===== config.mk =====
export PLATFORM = sky130hd
export DESIGN_NAME = spi_master_arbiter
export DESIGN_NICKNAME = d
export VERILOG_FILES = /design/src/rtl/spi_master_arbiter.sv
export SDC_FILE = /design/constraint.sdc
export NUM_CORES = 1
export LEC_CHECK = 0
export CORE_UTILIZATION = 35
export DETAILED_ROUTE_END_ITERATION = 8
export PLACE_DENSITY = 0.78
export SETUP_SLACK_MARGIN = 0.4
export SYNTH_ARGS = -nofsm -noshare
export SYNTH_HDL_FRONTEND = slang
export SYNTH_SLANG_ARGS = --single-unit

===== constraint.sdc =====
create_clock -name clk -period 1.7 [get_ports clk]
set_input_delay 0.17 -clock clk [delete_from_list [all_inputs] [get_ports clk]]
set_output_delay 0.17 -clock clk [all_outputs]
set_load 0.05 [all_outputs]

===== src/rtl/spi_master_arbiter.sv =====
// rtl/spi_master_arbiter.sv - round-robin arbiter and single-word sequencer in front of one spi_master
// Optional burst lock: define SPI_ARB_LOCK_EN to add the lock port.
module spi_master_arbiter #(
  parameter int NUM_REQ       = 4,
  parameter int DATA_LENGTH   = 8,
  parameter int SETTLE_CYCLES = 2,
  localparam int ID_W         = (NUM_REQ > 1) ? $clog2(NUM_REQ) : 1
) (
  input  logic                           clk,
  input  logic                           rst_n,
  input  logic [NUM_REQ-1:0]             req,
  input  logic [NUM_REQ*DATA_LENGTH-1:0] req_data,
  output logic [NUM_REQ-1:0]             ack,
  output logic [DATA_LENGTH-1:0]         rsp_data,
  output logic [ID_W-1:0]                grant_id,
  output logic                           ctl_busy,
  output logic                           m_start,
  output logic [DATA_LENGTH-1:0]         m_data_in,
  input  logic                           m_busy,
  input  logic [DATA_LENGTH-1:0]         m_data_out
`ifdef SPI_ARB_LOCK_EN
  ,
  input  logic [NUM_REQ-1:0]             lock
`endif
);

  localparam int CNT_W = (SETTLE_CYCLES > 1) ? $clog2(SETTLE_CYCLES) : 1;

  typedef enum logic [2:0] {
    IDLE,
    LAUNCH,
    WAIT_BUSY,
    WAIT_END,
    SETTLE,
    RESP
  } state_t;

  state_t           state, state_nxt;
  logic [ID_W-1:0]  rr_ptr;
  logic [ID_W-1:0]  next_ptr;
  logic [ID_W-1:0]  win_id;
  logic             win_found;
  logic [CNT_W-1:0] settle_cnt;
  int               idx;

  // Scan from the highest offset down so the lowest offset from rr_ptr wins.
  always_comb begin
    win_found = 1'b0;
    win_id    = '0;
    idx       = 0;
    for (int i = NUM_REQ - 1; i >= 0; i--) begin
      idx = int'(rr_ptr) + i;
      if (idx >= NUM_REQ) idx = idx - NUM_REQ;
      if (req[idx]) begin
        win_found = 1'b1;
        win_id    = ID_W'(idx);
      end
    end
  end

  assign next_ptr = (grant_id == ID_W'(NUM_REQ - 1)) ? '0 : grant_id + 1'b1;

  always_ff @(posedge clk or negedge rst_n) begin
    if (!rst_n) state <= IDLE;
    else        state <= state_nxt;
  end

  always_comb begin
    state_nxt = state;
    m_start   = 1'b0;
    ctl_busy  = 1'b1;
    ack       = '0;
    case (state)
      IDLE: begin
        ctl_busy = 1'b0;
        if (win_found) state_nxt = LAUNCH;
      end
      LAUNCH: begin
        m_start   = 1'b1;
        state_nxt = WAIT_BUSY;
      end
      WAIT_BUSY: if (m_busy)  state_nxt = WAIT_END;
      WAIT_END:  if (!m_busy) state_nxt = SETTLE;
      SETTLE:    if (settle_cnt == '0) state_nxt = RESP;
      RESP: begin
        ack[grant_id] = 1'b1;
        state_nxt     = IDLE;
      end
      default: state_nxt = IDLE;
    endcase
  end

  always_ff @(posedge clk or negedge rst_n) begin
    if (!rst_n) begin
      rr_ptr     <= '0;
      grant_id   <= '0;
      m_data_in  <= '0;
      rsp_data   <= '0;
      settle_cnt <= '0;
    end else begin
      if (state == IDLE && win_found) begin
        grant_id  <= win_id;
        m_data_in <= req_data[int'(win_id)*DATA_LENGTH +: DATA_LENGTH];
      end
      if (state == WAIT_END && !m_busy)
        settle_cnt <= CNT_W'(SETTLE_CYCLES - 1);
      else if (state == SETTLE && settle_cnt != '0)
        settle_cnt <= settle_cnt - 1'b1;
      if (state == SETTLE && settle_cnt == '0)
        rsp_data <= m_data_out;
      // A locked winner keeps the pointer on itself so it is searched first next time.
      if (state == RESP) begin
`ifdef SPI_ARB_LOCK_EN
        rr_ptr <= lock[grant_id] ? grant_id : next_ptr;
`else
        rr_ptr <= next_ptr;
`endif
      end
    end
  end

endmodule


==> results of run 1 <==
sequential cells by signal, summed over array words and instances (netlist names):
name and cells:
m_data_in 8, rsp_data 8, state 3, grant_id 2, rr_ptr 2, settle_cnt 1
worst reg2reg max path: stages (launching register included):
cell and delay [ns]:
dfrtp_1 0.37, nand2_1 0.07, and3_4 0.18, o32a_4 0.36, clkbuf_16 0.19, mux2i_1 0.17
o221ai_1 0.13
cells in the final DEF (no fill, tap or decap), types with 5 or more instances in the layout:
| master | instances |
|---|---|
| buf_12 | 6 |
| buf_4 | 20 |
| buf_6 | 8 |
| clkdlybuf4s15_2 | 12 |
| clkdlybuf4s50_1 | 43 |
| dfrtp_1 | 20 |
| mux2_4 | 7 |
| mux2i_1 | 14 |
| nand2_1 | 13 |
| nor2_1 | 5 |
| o221ai_1 | 8 |
timing repair:
action,4_1_cts,5_1_grt
setup endpoints to repair,38,27
setup buffers,8,2
pin swaps,4,0
gates resized for setup,56,16
gates cloned,2,2
cells by family after synthesis:
family                     share of synthesized area
AOI/OAI and AO/OA                            0.09475
buffers and inverters                        0.05534
and+or+nand+nor                               0.1492
DFF                                           0.4503
adders and majority gates                    0.03752
muxes                                         0.2129
power breakdown:
part | total (mW) | internal (mW) | switching [mW] | leakage, nW
logic | 2.81 | 1.28 | 1.52 | 0.798
clock network | 0.395 | 0.207 | 0.187 | 0.0288
registers | 1.07 | 0.842 | 0.229 | 0.301
metal layers:
layer  vias to the layer above  GRT usage  wire length (µm)
li1                        612          -                 -
met1                       624     0.2182              1637
met2                        39     0.3830              2269
met3                         5    0.03750               172
met4                         0    0.07670                55
met5                         -          0                 0
area by class of cell:
type                    instances  share of cell area
multi-input cells              85              0.3071
flip-flops and latches         24              0.2397
clock buffers                   4             0.02179
inverters                       4            0.005944
well taps                      48             0.02377
repair buffers                 95              0.4017
how the worst max path moves through the flow:
| stage | from | endpoint | slack [ns] | cells past startpoint |
|---|---|---|---|---|
| after global routing | rr_ptr[1] | m_data_in[5] | 0.05 | 6 |
| after global placement | req[0] | m_data_in[2] | -0.15 | 7 |
| after floorplan | rr_ptr[1] | m_data_in[7] | 0.17 | 7 |
| final | rr_ptr[1] | m_data_in[1] | 0.12 | 6 |
| after detailed placement | req[0] | m_data_in[2] | -0.19 | 7 |
| after CTS | rr_ptr[1] | m_data_in[2] | 0.15 | 6 |
==> impl_metrics.ini, run 1 <==
[logic_synthesis]
synth.distinct_cells = 28
synthArstFlopShare = 1.000
yosysWarnings = 0
synth-edff-count = 0
syn_area_um2 = 1334
syn-mean-instance-area_um2 = 11.02
syn_nets = 172
yosysTopAreaCellShare = 0.4503
yosysSeqAreaShare = 0.4503
ys_ff_latch = 24
synthTopCellsByArea = dfrtp_1 (45%), mux2i_1 (12%), mux2_2 (9.3%)
ys.flop_type = dfrtp_1
yosys-top-cells-count = dfrtp_1 (24), mux2i_1 (16), nand2_1 (13)
synth_area_leader_cell = dfrtp_1
yosysMostFrequentCell = dfrtp_1
syn_inst = 121

[layout]
nFillCells = 279
seqCellArea_um2 = 605.6
stdcell_area_um2 = 2526
syn2layout_area_growth_pct = 89.40
utilization = 0.6900
final_nets = 264
antenna_cells = 0
multiInputGateArea_um2 = 775.7
drive_gt1_frac = 0.4057
final-instance-count-excl-fill = 260

[clock_tree]
cts.path.max_buffers = 2
cts_tree = done
numCtsBuffers = 3
cts-htree-levels = 1
ctsHoldBuffers = 0
clkLatencyLatePin_ns = 0.27
clk_root_buffer_cell = clkbuf_8
path_clk_slew_ns = 0.08
cts.sinks = 24

[placement]
place_ws_ns = -0.1860
portBuffers = 70
gp_congestion = 0.7097
detailed_place_hpwl_um = 2791
numPlacedInstances = 242
placed_area_um2 = 2202

[critical_path]
crit_path_start_kind = flop
reg2reg_setup_slack_ns = 0.12
cpMaxStageDelayCell = dfrtp_1
reg2reg_to = m_data_in[1]
slowest_delay_ns = 0.37
path_cells = nand2_1 -> and3_4 -> o32a_4 -> clkbuf_16 -> mux2i_1 -> o221ai_1
crit_buf_inv = 1
cp_max_fo = 8
worst_ep_arrival_time_ns = 1.73
critPathTopFamily = compound AO/OA/AOI/OAI gates
crit_type = flop to flop
worstPathRequired_ns = 1.85
worst_setup_path_end_kind = flop
worstReg2RegStart = rr_ptr[1]
r2r_cells = 6

[sta]
setup_slack_ns = 0.1182
finalSetupTns_ns = 0
final_max_slew_viol_count = 0
timing.final.crit_share = 0.9305
setup_viol = 0
fmax_ghz = 0.6322
skew_ns = 0.002228
relSlewSlack = 0.7943
rsz0062_at_grt = yes
fin_hold_ws_ns = 0.2462
worst_slew_pin_slew_ns = 0.3086
final_hold_viol_count = 0
fin_crit_ns = 1.582

[grt]
gr-total-overflow = 0
grt_max_degree = 25
grt_pass1_wl_um = 6334
grt_antenna_before_repair = 0
grt_usage = 0.2019
grt_pass1_vias = 1382

[route]
ant_nets = 0
wl_per_cell_um = 15.90
drt_iter0_drc = 34
viasPerCell = 4.923
drc = 0
dr.pass1.iters = 4
wirelength_um = 4134
num_vias = 1280

[power]
peakVddDrop_uv = 1092
power_mw = 4.273
p_leak_nw = 1.128
p_per_area_nw_per_um2 = 1691

[floorplanning]
num_io_pins = 71
die_w_um = 63.73
row_count = 22
start_util = 0.3643
floorplan.die_area_um2 = 4062
die_h_um = 63.73
core_area_um2 = 3661

[job]
drv_cap = 0

[min_path]
hold_class = primary input to async pin

[outcome]
status = finished, final reports clean
Power figures use the tool's default switching activity.
==> inputs of run 2 (changes only) <==
- ABC_AREA: default -> 1
- CTS_BUF_LIST: default -> sky130_fd_sc_hd__clkbuf_4 sky130_fd_sc_hd__clkbuf_8 sky130_fd_sc_hd__clkbuf_16
- PLACE_DENSITY: 0.78 -> 0.73
==> run 2 against run 1 <==
The run now ends with negative setup slack left. Hold slack better by 0.019 ns. Sequential share of layout area down 4.9 points. Clock skew increased by 0.00058 ns. Clock power rose by 26%. Maximum frequency down 9.8%. Critical path depth is 6 higher. Combinational power is 71% higher. Global-route usage fell by 0.87 points. Critical path type unchanged. Critical endpoint unchanged. Largest cell class is now multi-input gates. Largest power group unchanged.
==> impl_metrics.ini, run 2 <==
[logic_synthesis]
syn_nets = 286
yosysSeqAreaShare = 0.3558
yosysMostFrequentCell = nand2_1
yosysTopAreaCellShare = 0.3558
synth.distinct_cells = 25
yosys-top-cells-count = nand2_1 (72), nand3_1 (40), inv_1 (37)
ys.flop_type = dfrtp_1
ys_ff_latch = 24
synthTopCellsByArea = dfrtp_1 (36%), nand2_1 (16%), nand3_1 (12%)
synth-edff-count = 0
synth_area_leader_cell = dfrtp_1
syn_area_um2 = 1688
synthArstFlopShare = 1.000
yosysWarnings = 0
syn_inst = 235
syn-mean-instance-area_um2 = 7.182

[power]
p_leak_nw = 1.595
peakVddDrop_uv = 1146
p_per_area_nw_per_um2 = 2019

[sta]
skew_ns = 0.002805
final_max_slew_viol_count = 0
fin_crit_ns = 1.754
worst_slew_pin_slew_ns = 0.4846
relSlewSlack = 0.6782
finalSetupTns_ns = -0.1923
fmax_ghz = 0.5701
setup_slack_ns = -0.05409
rsz0062_at_grt = yes
timing.final.crit_share = 1.032
setup_viol = 8
final_hold_viol_count = 0

[route]
wl_per_cell_um = 12.65
ant_nets = 0
num_vias = 1883
dr.pass1.iters = 4
drt_iter0_drc = 80
wirelength_um = 4959
viasPerCell = 4.804
drc = 0

[critical_path]
worst_ep_arrival_time_ns = 1.90
cp_max_fo = 9
reg2reg_setup_slack_ns = -0.05
worstReg2RegStart = rr_ptr[0]
crit_path_start = rr_ptr[0]
worstPathRequired_ns = 1.85
crit_path_start_kind = flop
worst_setup_path_end_kind = flop
r2r_cells = 12
reg2reg_to = m_data_in[1]
crit_type = flop to flop

[clock_tree]
cts.path.max_buffers = 2
cts-htree-levels = 1
ctsHoldBuffers = 0
clkLatencyLatePin_ns = 0.26
cts_tree = done
clk_root_buffer_cell = clkbuf_8
cts.sinks = 24
numCtsBuffers = 3
path_clk_slew_ns = 0.09

[grt]
grt_max_degree = 25
grt_pass1_wl_um = 7983
grt_pass1_vias = 1847
gr-total-overflow = 0
grt_usage = 0.1932
grt_antenna_before_repair = 0

[job]
drv_cap = 0

[floorplanning]
num_io_pins = 71
row_count = 24
die_w_um = 71.45
floorplan.die_area_um2 = 5104
die_h_um = 71.45
start_util = 0.3747
core_area_um2 = 4504

[layout]
nFillCells = 325
top_regs = m_data_in: 8 flops, rsp_data: 8 flops, state: 3 flops
syn2layout_area_growth_pct = 89.03
drive_gt1_frac = 0.4000
final_cell_mix = nand2_1 (56), clkdlybuf4s50_1 (46), nand3_1 (35)
final_nets = 392
final_common_cell = nand2_1
utilization = 0.7083
antenna_cells = 0

[placement]
gp_congestion = 0.8633
detailed_place_hpwl_um = 3300
portBuffers = 70

[min_path]
hold_class = primary input to async pin

[outcome]
status = complete, but fails checks
violations = negative setup slack
==> run 2: cell types whose count changed after synthesis, moves of 9 or more <==
| cell | change |
|---|---|
| inv_1 | +33 |
| mux2i_1 | -16 |
| nand2_1 | +59 |
| nand2_2 | +9 |
| nand3_1 | +40 |
| nor2_1 | +9 |
| o221ai_1 | -9 |
==> run 2: final cells by class <==
| class | count | area (µm²) | share of cell area |
|---|---|---|---|
| multi-input cells | 166 | 1202 | 0.3769 |
| repair buffers | 106 | 1079 | 0.3380 |
| flip-flops and latches | 24 | 608.1 | 0.1906 |
| inverters | 40 | 165.2 | 0.05176 |
| well taps | 52 | 65.06 | 0.02039 |
| clock buffers | 3 | 41.29 | 0.01294 |
| clock inverters | 1 | 30.03 | 0.009412 |
==> run 2: power by group <==
part	switching, mW	total, mW	internal (mW)
clock	0.182	0.497	0.314
combinational	2.79	4.80	2.01
sequential	0.270	1.15	0.876
total	3.24	6.44	3.20
==> run 2: worst max path at each step <==
stage / endpoint / slack [ns] / cells past startpoint
3_5_place_dp: m_data_in[3] / -0.21 / 13
4_1_cts: m_data_in[0] / 0.006 / 12
6_report: m_data_in[1] / -0.05 / 12
2_1_floorplan: m_data_in[7] / 0.16 / 14
3_3_place_gp: m_data_in[3] / -0.13 / 11
5_1_grt: m_data_in[1] / -0.15 / 12
==> run 2: layer usage <==
layer	GRT usage	share of wire
met5	0	0
met2	0.3407	0.50
met3	0.02110	0.043
met1	0.2549	0.45
met4	0.04444	0.0069
==> run 2: stage by stage <==
step / worst slack [ns] / std cells / cell area, µm² / total power [mW] / hold WS [ns]
finish: -0.05409 / 392 / 3191 / 6.443 / 0.2657
global route: -0.1459 / 392 / 3191 / 6.853 / 0.2963
global placement: -0.1281 / 361 / 2621 / 4.754 / 0.4854
detailed placement: -0.2060 / 361 / 2621 / 4.820 / 0.4866
CTS: 0.006101 / 384 / 3040 / 6.069 / 0.2675
floorplan: 0.1561 / 235 / 1780 / 3.738 / -0.1256
==> run 2: repair_timing <==
| item | CTS | global route |
|---|---|---|
| endpoints found under the setup margin | 39 | 35 |
| buffers inserted | 16 | 8 |
| gates resized for setup | 69 | 39 |
| gates cloned | 3 | 0 |
| pin swaps | 15 | 15 |
==> run 2: critical path, stage by stage (launching register included) <==
cell	delay (ns)
dfrtp_2	0.53
inv_8	0.09
nand2_4	0.09
nand2_4	0.07
inv_1	0.07
nand2_1	0.08
nor2_2	0.17
nand2_2	0.08
nand2_4	0.11
a21oi_4	0.05
buf_12	0.14
nand3_1	0.09
nand3_1	0.09
==> run 2: cell families after synthesis <==
kind of cell               share of synthesized area
DFF                                           0.3558
muxes                                        0.05338
adders and majority gates                    0.02965
and+or+nand+nor                               0.4070
AOI/OAI and AO/OA                            0.03039
buffers and inverters                         0.1238
==> inputs of run 3 (changes only) <==
- CTS_CLUSTER_SIZE: default -> 24
- MAX_ROUTING_LAYER: default -> met4
==> run 3 against run 2 <==
Routed wire length increased by 0.20%. Combinational power about the same. The run still ends with negative setup slack left. Hold slack got worse by 0.0018 ns. Final cell count unchanged. Sequential power about the same. Critical endpoint unchanged. Highest routed layer unchanged. Worst setup slack improved by 0.0068 ns.
==> impl_metrics.ini, run 3 (synthesis results as in run 2) <==
[clock_tree]
clk_root_buffer_cell = clkbuf_8
cts-htree-levels = 1
cts_tree = done
numCtsBuffers = 3
clkLatencyLatePin_ns = 0.26
cts.sinks = 24
cts.path.max_buffers = 2
path_clk_slew_ns = 0.09

[placement]
place_ws_ns = -0.2060
gp_congestion = 0.8772
detailed_place_hpwl_um = 3300
portBuffers = 70

[grt]
grt_antenna_before_repair = 0
grt_max_degree = 25
grt_usage = 0.1991
grt_pass1_vias = 1847
gr-total-overflow = 0
grt_pass1_wl_um = 7983

[route]
viasPerCell = 4.786
dr.pass1.iters = 4
drt_iter0_drc = 96
wl_per_cell_um = 12.68
drc = 0
ant_nets = 0
wirelength_um = 4969
num_vias = 1876

[sta]
final_max_slew_viol_count = 0
relSlewSlack = 0.6782
fmax_ghz = 0.5723
rsz0062_at_grt = yes
setup_slack_ns = -0.04727
final_hold_viol_count = 0
finalSetupTns_ns = -0.1346
fin_crit_ns = 1.747
skew_ns = 0.003040
setup_viol = 8
worst_slew_pin_slew_ns = 0.4846
timing.final.crit_share = 1.028

[outcome]
status = complete, but fails checks
violations = negative setup slack

[layout]
nFillCells = 325
top_regs = m_data_in: 8 flops, rsp_data: 8 flops, state: 3 flops
antenna_cells = 0
seqCellArea_um2 = 608.1
final_common_cell = nand2_1
syn2layout_area_growth_pct = 89.03
multiInputGateArea_um2 = 1202
drive_gt1_frac = 0.4000
final_cell_mix = nand2_1 (56), clkdlybuf4s50_1 (46), nand3_1 (35)
final_nets = 392

[critical_path]
cp_max_fo = 9
r2r_cells = 12
crit_type = flop to flop
worst_ep_arrival_time_ns = 1.89
reg2reg_setup_slack_ns = -0.05
slowest_delay_ns = 0.52
worst_setup_path_end_kind = flop
cpMaxStageDelayCell = dfrtp_2
critPathTopFamily = simple AND/OR/NAND/NOR gates
crit_buf_inv = 2
path_cells = inv_8 -> nand2_2 -> nand2_2 -> nand2_4 -> nand2_1 -> nor2_2 -> nand2_2 -> nand2_4 -> a21oi_4 -> buf_12 -> nand3_1 -> nand3_1
worstReg2RegStart = rr_ptr[0]
cpMostUsedCell = nand2_2
reg2reg_to = m_data_in[1]
crit_path_start_kind = flop
worstPathRequired_ns = 1.85

[power]
seqPwrFrac = 0.178
p_sw_frac = 0.5032
clockPowerShare = 0.077
net-switching-power_mw = 3.245
combPwrFrac = 0.745
p_leak_nw = 1.595
peakVddDrop_uv = 1146
p_per_area_nw_per_um2 = 2021
intPower_mw = 3.204

[min_path]
hold_class = primary input to async pin

[floorplanning]
start_util = 0.3747
core_area_um2 = 4504
die_h_um = 71.45
floorplan.die_area_um2 = 5104
die_w_um = 71.45
row_count = 24
num_io_pins = 71

[job]
drv_cap = 0
## run 3: area by class of cell
type,instances,share of cell area
clock buffer,3,0.01294
timing repair buffer,106,0.3380
clock inverter,1,0.009412
inverter,40,0.05176
sequential,24,0.1906
multi-input combinational,166,0.3769
tap,52,0.02039
## run 3: what timing repair did
action	CTS	global route
pin swaps	15	15
cloned	3	0
hold buffers	0	0
resized for setup	69	39
endpoints found under the setup margin	39	35
buffers inserted	16	8
## run 3: stage by stage
| step | total power, mW | hold WS [ns] | std cells | area (µm²) | util |
|---|---|---|---|---|---|
| after floorplan | 3.738 | -0.1256 | 235 | 1780 | - |
| after global placement | 4.754 | 0.4854 | 361 | 2621 | 0.5819 |
| after CTS | 6.069 | 0.2675 | 384 | 3040 | 0.6750 |
| after detailed placement | 4.820 | 0.4866 | 361 | 2621 | 0.5819 |
| after global routing | 6.853 | 0.2963 | 392 | 3191 | 0.7083 |
| final | 6.449 | 0.2639 | 392 | 3191 | 0.7083 |
## run 3: metal layers
| metal | GRT usage | vias up | share of wire |
|---|---|---|---|
| met5 | - | - | 0 |
| met4 | 0.04444 | 0 | 0.0068 |
| met1 | 0.2549 | 865 | 0.45 |
| met2 | 0.3407 | 60 | 0.50 |
| li1 | - | 945 | - |
| met3 | 0.02110 | 6 | 0.041 |
## run 3: power groups by stage
stage | clock [mW] | combinational, mW | sequential [mW]
after global placement | 0 | 3.64 | 1.11
after CTS | 0.507 | 4.43 | 1.13
final | 0.496 | 4.81 | 1.15
after global routing | 0.524 | 5.15 | 1.18
after floorplan | 0 | 1.94 | 1.80
after detailed placement | 0 | 3.70 | 1.12
## run 3: worst max-delay path by stage
| stage | from | endpoint | cells past startpoint |
|---|---|---|---|
| 2_1_floorplan | rr_ptr[0] | m_data_in[7] | 14 |
| 3_3_place_gp | rr_ptr[0] | m_data_in[3] | 11 |
| 3_5_place_dp | req[1] | m_data_in[3] | 13 |
| 4_1_cts | rr_ptr[0] | m_data_in[0] | 12 |
| 5_1_grt | rr_ptr[0] | m_data_in[1] | 12 |
| 6_report | rr_ptr[0] | m_data_in[1] | 12 |
